## src/rtl/riscv_ctrl_pkg.sv

```systemverilog
// Shared encodings for the multicycle RV32 control unit: opcodes, ALU codes,
// datapath select encodings and the FSM state type.
package riscv_ctrl_pkg;

  localparam logic [6:0] OP_LOAD   = 7'b0000011;
  localparam logic [6:0] OP_STORE  = 7'b0100011;
  localparam logic [6:0] OP_RTYPE  = 7'b0110011;
  localparam logic [6:0] OP_ITYPE  = 7'b0010011;
  localparam logic [6:0] OP_BRANCH = 7'b1100011;
  localparam logic [6:0] OP_JAL    = 7'b1101111;

  localparam logic [3:0] ALU_ADD = 4'b0000;
  localparam logic [3:0] ALU_AND = 4'b0001;
  localparam logic [3:0] ALU_SUB = 4'b0010;
  localparam logic [3:0] ALU_SLT = 4'b0011;
  localparam logic [3:0] ALU_DIV = 4'b0100;
  localparam logic [3:0] ALU_REM = 4'b0101;
  localparam logic [3:0] ALU_SRA = 4'b0110;
  localparam logic [3:0] ALU_SLL = 4'b0111;
  localparam logic [3:0] ALU_SRL = 4'b1000;

  localparam logic [1:0] RES_ALUOUT    = 2'b00;
  localparam logic [1:0] RES_READDATA  = 2'b01;
  localparam logic [1:0] RES_ALURESULT = 2'b10;

  localparam logic [1:0] SRCA_PC    = 2'b00;
  localparam logic [1:0] SRCA_OLDPC = 2'b01;
  localparam logic [1:0] SRCA_RS1   = 2'b10;

  localparam logic [1:0] SRCB_RS2  = 2'b00;
  localparam logic [1:0] SRCB_IMM  = 2'b01;
  localparam logic [1:0] SRCB_FOUR = 2'b10;

  localparam logic [1:0] IMM_I = 2'b00;
  localparam logic [1:0] IMM_S = 2'b01;
  localparam logic [1:0] IMM_B = 2'b10;
  localparam logic [1:0] IMM_J = 2'b11;

  typedef enum logic [1:0] {
    ALUOP_ADD   = 2'b00,
    ALUOP_SUB   = 2'b01,
    ALUOP_FUNCT = 2'b10
  } aluop_t;

  typedef enum logic [3:0] {
    S_FETCH    = 4'd0,
    S_DECODE   = 4'd1,
    S_MEMADR   = 4'd2,
    S_MEMREAD  = 4'd3,
    S_MEMWB    = 4'd4,
    S_MEMWRITE = 4'd5,
    S_EXECUTER = 4'd6,
    S_EXECUTEI = 4'd7,
    S_ALUWB    = 4'd8,
    S_BEQ      = 4'd9,
    S_JAL      = 4'd10,
    S_ILLEGAL  = 4'd11
  } state_t;

endpackage

```

## src/rtl/alu_decoder.sv

```systemverilog
// Combinational ALU decode: instruction fields -> ALUControl plus an illegal-funct
// flag. Define MULDIV_EN to accept R-type div/rem (funct7b0=1).
module alu_decoder
  import riscv_ctrl_pkg::*;
(
  input  logic [6:0] op_i,
  input  logic [2:0] funct3_i,
  input  logic       funct7b5_i,
  input  logic       funct7b0_i,
  input  aluop_t     aluop_i,
  output logic [3:0] alu_control_o,
  output logic       funct_illegal_o
);

  logic [3:0] alu_d;
  logic       ill_d;

  always_comb begin
    alu_d = ALU_ADD;
    ill_d = 1'b0;
    case (aluop_i)
      ALUOP_ADD: alu_d = ALU_ADD;
      ALUOP_SUB: alu_d = ALU_SUB;
      default: begin
        if (op_i == OP_RTYPE) begin
          if (funct7b0_i) begin
            ill_d = 1'b1;
`ifdef MULDIV_EN
            if (!funct7b5_i && funct3_i == 3'b100) begin
              alu_d = ALU_DIV;
              ill_d = 1'b0;
            end else if (!funct7b5_i && funct3_i == 3'b110) begin
              alu_d = ALU_REM;
              ill_d = 1'b0;
            end
`endif
          end else begin
            case (funct3_i)
              3'b000: alu_d = funct7b5_i ? ALU_SUB : ALU_ADD;
              3'b111: begin alu_d = ALU_AND; ill_d = funct7b5_i; end
              3'b010: begin alu_d = ALU_SLT; ill_d = funct7b5_i; end
              3'b001: begin alu_d = ALU_SLL; ill_d = funct7b5_i; end
              3'b101: alu_d = funct7b5_i ? ALU_SRA : ALU_SRL;
              default: ill_d = 1'b1;
            endcase
          end
        end else if (op_i == OP_ITYPE) begin
          // instr[30]/instr[25] are immediate bits here; only srai looks at bit 30
          case (funct3_i)
            3'b000: alu_d = ALU_ADD;
            3'b111: alu_d = ALU_AND;
            3'b010: alu_d = ALU_SLT;
            3'b001: alu_d = ALU_SLL;
            3'b101: alu_d = funct7b5_i ? ALU_SRA : ALU_SRL;
            default: ill_d = 1'b1;
          endcase
        end else begin
          ill_d = 1'b1;
        end
        if (ill_d) alu_d = ALU_ADD;
      end
    endcase
  end

  assign alu_control_o   = alu_d;
  assign funct_illegal_o = ill_d;

endmodule

```

## src/rtl/multicycle_control.sv

```systemverilog
// Moore FSM controller for the multicycle RV32 datapath. Build option MULDIV_EN
// (see alu_decoder) enables div/rem; ILLEGAL_HALT picks park-vs-resume on illegal.
module multicycle_control
  import riscv_ctrl_pkg::*;
#(
  parameter int unsigned ILLEGAL_HALT = 1
) (
  input  logic       clk,
  input  logic       reset,
  input  logic [6:0] op,
  input  logic [2:0] funct3,
  input  logic       funct7b5,
  input  logic       funct7b0,
  input  logic       Zero,
  output logic       PCWrite,
  output logic       AdrSrc,
  output logic       MemWrite,
  output logic       IRWrite,
  output logic [1:0] ResultSrc,
  output logic [1:0] ALUSrcA,
  output logic [1:0] ALUSrcB,
  output logic [1:0] ImmSrc,
  output logic       RegWrite,
  output logic [3:0] ALUControl,
  output logic       illegal_instr,
  output logic [3:0] state_dbg
);

  state_t     state_q, state_d, cur;
  aluop_t     aluop;
  logic [3:0] dec_alu;
  logic       funct_ill;
  logic       pcw, irw, memw, regw;

  alu_decoder u_alu_decoder (
    .op_i            (op),
    .funct3_i        (funct3),
    .funct7b5_i      (funct7b5),
    .funct7b0_i      (funct7b0),
    .aluop_i         (aluop),
    .alu_control_o   (dec_alu),
    .funct_illegal_o (funct_ill)
  );

  always_ff @(posedge clk) begin
    if (reset) state_q <= S_FETCH;
    else       state_q <= state_d;
  end

  always_comb begin
    state_d = state_q;
    case (state_q)
      S_FETCH:  state_d = S_DECODE;
      S_DECODE: begin
        case (op)
          OP_LOAD, OP_STORE: state_d = S_MEMADR;
          OP_RTYPE:          state_d = S_EXECUTER;
          OP_ITYPE:          state_d = S_EXECUTEI;
          OP_BRANCH:         state_d = (funct3 == 3'b000) ? S_BEQ : S_ILLEGAL;
          OP_JAL:            state_d = S_JAL;
          default:           state_d = S_ILLEGAL;
        endcase
      end
      S_MEMADR:   state_d = (op == OP_LOAD) ? S_MEMREAD : S_MEMWRITE;
      S_MEMREAD:  state_d = S_MEMWB;
      S_EXECUTER,
      S_EXECUTEI: state_d = funct_ill ? S_ILLEGAL : S_ALUWB;
      S_JAL:      state_d = S_ALUWB;
      S_MEMWB, S_MEMWRITE, S_ALUWB, S_BEQ: state_d = S_FETCH;
      S_ILLEGAL:  state_d = (ILLEGAL_HALT != 0) ? S_ILLEGAL : S_FETCH;
      default:    state_d = S_FETCH;
    endcase
  end

  // Outputs decode the FETCH view while reset is high so the datapath sees
  // fetch selects immediately; the write enables are then gated separately.
  always_comb begin
    cur       = reset ? S_FETCH : state_q;
    pcw       = 1'b0;
    irw       = 1'b0;
    memw      = 1'b0;
    regw      = 1'b0;
    AdrSrc    = 1'b0;
    ResultSrc = RES_ALUOUT;
    ALUSrcA   = SRCA_PC;
    ALUSrcB   = SRCB_RS2;
    ImmSrc    = IMM_I;
    aluop     = ALUOP_ADD;
    case (cur)
      S_FETCH: begin
        irw       = 1'b1;
        pcw       = 1'b1;
        ALUSrcB   = SRCB_FOUR;
        ResultSrc = RES_ALURESULT;
      end
      S_DECODE: begin
        ALUSrcA = SRCA_OLDPC;
        ALUSrcB = SRCB_IMM;
        ImmSrc  = IMM_B;
      end
      S_MEMADR: begin
        ALUSrcA = SRCA_RS1;
        ALUSrcB = SRCB_IMM;
        ImmSrc  = (op == OP_STORE) ? IMM_S : IMM_I;
      end
      S_MEMREAD: AdrSrc = 1'b1;
      S_MEMWB: begin
        ResultSrc = RES_READDATA;
        regw      = 1'b1;
      end
      S_MEMWRITE: begin
        AdrSrc = 1'b1;
        memw   = 1'b1;
      end
      S_EXECUTER: begin
        ALUSrcA = SRCA_RS1;
        ALUSrcB = SRCB_RS2;
        aluop   = ALUOP_FUNCT;
      end
      S_EXECUTEI: begin
        ALUSrcA = SRCA_RS1;
        ALUSrcB = SRCB_IMM;
        ImmSrc  = IMM_I;
        aluop   = ALUOP_FUNCT;
      end
      S_ALUWB: regw = 1'b1;
      S_BEQ: begin
        ALUSrcA = SRCA_RS1;
        ALUSrcB = SRCB_RS2;
        aluop   = ALUOP_SUB;
        pcw     = Zero;
      end
      S_JAL: begin
        ALUSrcA = SRCA_OLDPC;
        ALUSrcB = SRCB_FOUR;
        ImmSrc  = IMM_J;
        pcw     = 1'b1;
      end
      default: ;
    endcase
  end

  assign PCWrite       = pcw  & ~reset;
  assign IRWrite       = irw  & ~reset;
  assign MemWrite      = memw & ~reset;
  assign RegWrite      = regw & ~reset;
  assign ALUControl    = dec_alu;
  assign illegal_instr = (cur == S_ILLEGAL);
  assign state_dbg     = cur;

endmodule

```

## config.mk

```make
export PLATFORM = sky130hd
export DESIGN_NAME = multicycle_control
export DESIGN_NICKNAME = d
export VERILOG_FILES = /design/src/rtl/riscv_ctrl_pkg.sv /design/src/rtl/alu_decoder.sv /design/src/rtl/multicycle_control.sv
export SDC_FILE = /design/constraint.sdc
export NUM_CORES = 1
export LEC_CHECK = 0
export ABC_CLOCK_PERIOD_IN_PS = 1290
export BUFFER_PORTS_ARGS = -buffer_cell sky130_fd_sc_hd__clkbuf_2
export CORE_MARGIN = 4
export CORE_UTILIZATION = 42
export CTS_BUF_LIST = sky130_fd_sc_hd__clkbuf_4
export CTS_CLUSTER_SIZE = 12
export DETAILED_ROUTE_END_ITERATION = 6
export HOLD_SLACK_MARGIN = 0.12
export PLACE_DENSITY = 0.78
export SETUP_SLACK_MARGIN = 0.5
export SLEW_MARGIN = 5
export SYNTH_ARGS = -nofsm -noshare
export SYNTH_HDL_FRONTEND = slang
export SYNTH_SLANG_ARGS = --single-unit
```

## constraint.sdc

```tcl
create_clock -name clk -period 1.29 [get_ports clk]
set_clock_uncertainty 0.1 [all_clocks]
set_input_delay 0.0645 -clock clk [delete_from_list [all_inputs] [get_ports clk]]
set_output_delay 0.0645 -clock clk [all_outputs]
set_load 0.005 [all_outputs]
```

==> flow_summary.ini, run 1 <==
[die]
design.die.area_sq_um = 2460
fp.dieW_um = 49.6
coreArea_sq_um = 1580
rows = 14
io_pins = 37
die_h_um = 49.6
initial_core_util_pct = 46.0

[clocking]
clock-sinks = 4
clk_pin_slew_worst_paths_ns = 0.06
cts_buffers = 3
cts_tree = done
clockBufferDepth = 2
insertion_delay_ns = 0.26
htree_levels = 1
clock_tree.root_cell = clkbuf_4

[sta]
drv_slew = 0
rsz0062_at_grt = true
period_share_pct = 131
setup_viol = 22
fmax_ghz = 0.590
tightest_slew_ns = 0.505
period_needed_ns = 1.70
hold_viol_final = 0
setup_slack_ns = -0.405
slew_headroom_pct = 65.4

[drt]
drc_errors = 0
drt_iter0_markers = 114
postRouteAntennaNets = 0
via_count = 1257
viasPerCell = 6.62
drt-wirelength-per-cell_um = 22.1
routed_wl_mm = 4.20
first_pass_iters = 4

[layout]
final_util_pct = 94.0
diodes = 0
drive_above_1_share_pct = 63.8
seq_area_sq_um = 95.1
synthToLayoutAreaGrowth_pct = 104
reg_top3 = state_q x4
fin_nets = 190
largest_register_ffs = 4
fillers = 54
top_register = state_q
layout_common_cells = clkbuf_2, buf_4, buf_2
multi_input_area_sq_um = 811

[global_route]
grt_max_degree = 14
grt_pass1_vias = 1104
grt_pass1_wl_mm = 5.46
grt_overflow = 0
antenna_found_initial = 0
grt.total_usage_pct = 28.1

[synthesis]
synth_enable_flop_cells = 0
synth_cells = 107
yosysUniqueCellTypes = 43
syn_nets = 122
yosysSeqAreaShare_pct = 11.0
ys.flop_type = dfxtp_1
synth.ff_latch_count = 4
async_flop_share_pct = 0
synth_warnings = 0
syn_area_sq_um = 726
synth.avg_cell_area_sq_um = 6.78

[status]
violations = negative setup slack
status = finished, violations left

[run]
maxCapViolCount = 0

[placement]
globalplace.congestion = 0.888
io_buffers = 36
preCtsSetupSlack_ns = -0.110
dp.final_hpwl_mm = 2.04

[critical_path]
arrival_ns = 1.53
worstSetupEndpointType = output pin
start_kind = flop
worst-setup-path-type = flop to output pin
crit_required_ns = 1.13
cp_max_fo = 4

[pwr]
leakagePower_nw = 0.702
power_density_nw_per_um2 = 888
peakVddDrop_mv = 0.688

[worst_hold_path]
holdCritPathClass = primary input to flop
==> what timing repair did <==
| item | in CTS | in global routing |
|---|---|---|
| pin swaps | 3 | 3 |
| endpoints found under the hold margin | 1 | 1 |
| setup buffers | 7 | 7 |
| resized for setup | 32 | 27 |
| endpoints found under the setup margin | 26 | 26 |
==> through the flow <==
step / power [mW] / setup TNS [ns] / hold slack (ns) / cells / instance area, sq um
after floorplan: 0.528 / 0 / 0.0485 / 107 / 813
after CTS: 1.12 / -4.04 / 0.0789 / 183 / 1340
after global placement: 0.761 / -0.216 / 0.311 / 172 / 1120
final: 1.32 / -6.09 / 0.108 / 190 / 1480
after detailed placement: 0.781 / -0.765 / 0.326 / 172 / 1120
after global routing: 1.38 / -7.42 / 0.169 / 190 / 1480
==> synth_stat cells (2+ instances only) <==
master | n | share of area, %
a2111oi_0 | 3 | 3.6
a211oi_1 | 2 | 2.1
a21oi_1 | 4 | 2.8
a31oi_1 | 2 | 1.7
and2_1 | 2 | 1.7
buf_2 | 3 | 2.1
clkbuf_1 | 4 | 2.1
dfxtp_1 | 4 | 11
inv_1 | 3 | 1.6
nand2_1 | 7 | 3.6
nand2b_1 | 5 | 4.3
nand3_1 | 2 | 1.4
nor2_1 | 8 | 4.1
nor2b_1 | 10 | 8.6
nor3_1 | 8 | 5.5
nor3b_1 | 5 | 5.2
nor4_1 | 4 | 3.4
o211a_1 | 2 | 2.8
o21ai_0 | 4 | 2.8
xnor2_1 | 2 | 2.4
==> worst max-delay path: stages, from the launching register on <==
cell	delay, ns
dfxtp_4	0.37
and2b_2	0.19
nand4_4	0.09
a2111o_1	0.34
o21ai_1	0.14
buf_2	0.13
==> area by class of cell <==
type | instances | share of cell area (%)
clock buffers | 4 | 2.03
inverters | 3 | 0.928
multi-input cells | 91 | 54.7
flip-flops and latches | 4 | 6.41
well taps | 16 | 1.35
repair buffers | 72 | 34.6
==> kinds of logic (layout without fill, tap and decap cells) <==
| kind of cell | count (synthesis) | after routing | share of synthesized area, % |
|---|---|---|---|
| compound gates | 27 | 27 | 27.2 |
| xor+xnor | 2 | 2 | 2.41 |
| buf+inv | 12 | 79 | 7.41 |
| flops | 4 | 4 | 11.0 |
| mux | 2 | 2 | 2.93 |
| simple gates | 60 | 60 | 49.0 |
==> worst paths after layout <==
| kind | start | endpoint | slack [ns] | cells past startpoint |
|---|---|---|---|---|
| max | state_q[1]$_SDFF_PP0_ | ALUControl[1] | -0.41 | 5 |
| min | op[0] | state_q[0]$_SDFF_PP0_ | 0.11 | 4 |
| max reg2reg | state_q[1]$_SDFF_PP0_ | state_q[1]$_SDFF_PP0_ | -0.20 | 5 |
| min reg2reg | state_q[2]$_SDFF_PP0_ | state_q[2]$_SDFF_PP0_ | 0.55 | 3 |
==> layer usage <==
layer / vias up / track usage (%) / wire length (um)
li1: 537 / - / -
met1: 588 / 33.8 / 1530
met2: 114 / 51.1 / 2060
met3: 18 / 2.71 / 457
met4: 0 / 9.68 / 153
met5: - / 0 / 0
==> where the power goes <==
| group | internal, mW | total, mW | switching (mW) |
|---|---|---|---|
| combinational | 0.463 | 0.895 | 0.432 |
| sequential | 0.152 | 0.203 | 0.0515 |
| clock | 0.139 | 0.220 | 0.0806 |
| total | 0.753 | 1.32 | 0.564 |
Power figures use the tool's default switching activity.
==> inputs of run 2 (changes only) <==
- REMOVE_ABC_BUFFERS: unset -> 1
==> run 2 against run 1 <==
- synthesized cell count did not move
- area after synthesis did not move
- the run now fails in global routing
==> flow_summary.ini, run 2 <==
[status]
lastStage = global routing
firstError = [ERROR DPL-0033] detailed placement checks failed during check placement.
status = did not finish

[synthesis]
yosys.area.top_type_share_pct = 11.0
synth.avg_cell_area_sq_um = 6.78
yosysUniqueCellTypes = 43
async_flop_share_pct = 0
synth_warnings = 0
ys_top_cells_by_area = dfxtp_1, nor2b_1, nor3_1
synth.largest_area_cell = dfxtp_1
synth.ff_latch_count = 4
synth_cells = 107
yosysMostFrequentCell = nor2b_1
ys.flop_type = dfxtp_1
syn_area_sq_um = 726
synth_enable_flop_cells = 0
yosysSeqAreaShare_pct = 11.0
ys_top_cells_by_count = nor2b_1, nor2_1, nor3_1

[placement]
io_buffers = 36
placed_area_sq_um = 1050
globalplace.congestion = 0.845
dp.final_hpwl_mm = 1.90

[die]
fp.dieW_um = 49.6
rows = 14
io_pins = 37
initial_core_util_pct = 46.0
die_h_um = 49.6

[clocking]
clock-sinks = 4
htree_levels = 1
clockBufferDepth = 2
clock_tree.root_cell = clkbuf_4
cts_buffers = 3

[global_route]
antenna_found_initial = 0
grt_max_degree = 14

[sta]
worst_endpoint_kind = output port
crit_endpoint = ALUControl[1]
-- run 2: cell counts after synthesis --
Identical to the previous run, type by type.
-- run 2: repair_timing --
item / CTS
buffers inserted: 9
cloned: 2
endpoints found under the setup margin: 26
gates resized for setup: 61
hold endpoints to repair: 1
pin swaps: 11
-- run 2: stage by stage --
step | instances | worst slack, ns
CTS | 186 | -0.336
detailed placement | 172 | -0.231
global placement | 172 | -0.137
floorplan | 98 | -0.316
-- run 2: kinds of logic after synthesis --
logic type             synth area share (%)
AO/OA/AOI/OAI                          27.2
XOR/XNOR                               2.41
buffers and inverters                  7.41
flip-flops                             11.0
multiplexers                           2.93
AND/OR/NAND/NOR                        49.0
==> inputs of run 3 (changes only) <==
- ABC_CLOCK_PERIOD_IN_PS: 1290 -> 1700
- CORE_AREA: unset -> 4 4 65 67
- CORE_MARGIN: 4 -> unset
- CORE_UTILIZATION: 42 -> unset
- CTS_BUF_LIST: sky130_fd_sc_hd__clkbuf_4 -> unset
- CTS_CLUSTER_SIZE: 12 -> unset
- DIE_AREA: unset -> 0 0 69 71
- HOLD_SLACK_MARGIN: 0.12 -> unset
- PLACE_DENSITY: 0.78 -> unset
- PLACE_DENSITY_LB_ADDON: unset -> 0.15
- SETUP_SLACK_MARGIN: 0.5 -> unset
- clock period: 1.29 -> 1.7 ns (I/O delays scaled with it)
==> run 3 against run 2 <==
- the flow now finishes without violations
==> flow_summary.ini, run 3 (synthesis results as in run 1) <==
[die]
io_pins = 37
coreArea_sq_um = 3630
fp.dieW_um = 69
design.die.area_sq_um = 4900
rows = 22
initial_core_util_pct = 20.0
die_h_um = 71

[critical_path]
crit_required_ns = 1.51
cp_max_fo = 5
worstSetupEndpointType = output pin
start_kind = flop
worst-setup-path-type = flop to output pin
arrival_ns = 1.48

[drt]
viasPerCell = 4.89
postRouteAntennaNets = 0
drt-wirelength-per-cell_um = 13.1
routed_wl_mm = 2.58
first_pass_iters = 4
drc_errors = 0
drt_iter0_markers = 34
via_count = 958

[status]
status = finished, final reports clean

[global_route]
antenna_found_initial = 0
grt_pass1_vias = 921
grt_pass1_wl_mm = 4.36
grt_overflow = 0
grt.total_usage_pct = 10.7
grt_max_degree = 17

[layout]
final_common_cell = clkbuf_2
top_register = state_q
largest_register_ffs = 4
diodes = 0
fillers = 434
reg_top3 = state_q x4
layout_common_cells = clkbuf_2, buf_4, nor2b_1, nor3_1
synthToLayoutAreaGrowth_pct = 50.5
drive_above_1_share_pct = 43.2
final_util_pct = 30.1
fin_nets = 165

[sta]
period_needed_ns = 1.67
tightest_slew_ns = 0.548
setup_viol = 0
slew_headroom_pct = 62.5
period_share_pct = 98.0
hold_viol_final = 0
holdWs_ns = 0.133
rsz0062_at_grt = true
fmax_ghz = 0.600
drv_slew = 0

[clocking]
clock-sinks = 4
clock_tree.root_cell = clkbuf_8
postCtsHoldBufs = 0
insertion_delay_ns = 0.21
clk_pin_slew_worst_paths_ns = 0.03
cts_tree = done
cts_buffers = 3
clockBufferDepth = 2
htree_levels = 1

[placement]
io_buffers = 36
globalplace.congestion = 0.800
dp.final_hpwl_mm = 2.09

[pwr]
power_density_nw_per_um2 = 678
peakVddDrop_mv = 0.177
leakagePower_nw = 0.508

[run]
maxCapViolCount = 0

[worst_hold_path]
holdCritPathClass = primary input to flop
run 3: where the power goes:
group / switching (mW) / leakage [nW] / total, mW / internal, mW
logic: 0.213 / 0.452 / 0.410 / 0.197
registers: 0.0220 / 0.0343 / 0.135 / 0.113
clock network: 0.0445 / 0.0216 / 0.195 / 0.151
run 3: final timing paths:
path	to	cells past startpoint	start	slack (ns)
hold / removal	state_q[0]$_SDFF_PP0_	4	op[0]	0.13
setup reg to reg	state_q[0]$_SDFF_PP0_	4	state_q[2]$_SDFF_PP0_	0.17
hold reg to reg	state_q[2]$_SDFF_PP0_	1	state_q[3]$_SDFF_PP0_	0.37
setup / recovery	ALUControl[1]	5	state_q[3]$_SDFF_PP0_	0.03
run 3: area by class of cell:
cell class	instances	area (sq um)	share of cell area (%)
Sequential cell	4	85.1	7.79
Clock buffer	3	41.3	3.78
Inverter	3	11.3	1.03
Tap cell	48	60.1	5.50
Timing Repair Buffer	47	263	24.1
Multi-Input combinational cell	91	632	57.8
run 3: layer usage:
metal  wire length [um]  vias to the layer above  GRT usage (%)
met2               1190                       30           17.2
met5                  0                        -              0
met4                 21                        0           4.56
met3                120                        2           1.99
li1                   -                      481              -
met1               1250                      445           13.9
run 3: metrics by stage:
stage / instance area [sq um] / instances / total power [mW] / setup WS (ns) / setup TNS [ns]
after detailed placement: 1010 / 193 / 0.519 / 0.154 / 0
after CTS: 1050 / 196 / 0.724 / 0.0417 / 0
after global routing: 1090 / 196 / 0.802 / -0.0445 / -0.0504
after floorplan: 683 / 98 / 0.325 / 0.0740 / 0
final: 1090 / 196 / 0.741 / 0.0339 / 0
after global placement: 1010 / 193 / 0.518 / 0.145 / 0
run 3: what timing repair did:
item	in CTS	in global routing
endpoints found under the setup margin	4	9
buffers inserted	0	0
endpoints found under the hold margin	0	0
pin swaps	1	2
gates resized for setup	3	11
run 3: worst max-delay path: stages (launching register included):
cell	delay, ns
dfxtp_2	0.34
nor2b_4	0.15
nand4_4	0.12
a2111o_1	0.42
o21ai_1	0.12
buf_2	0.12
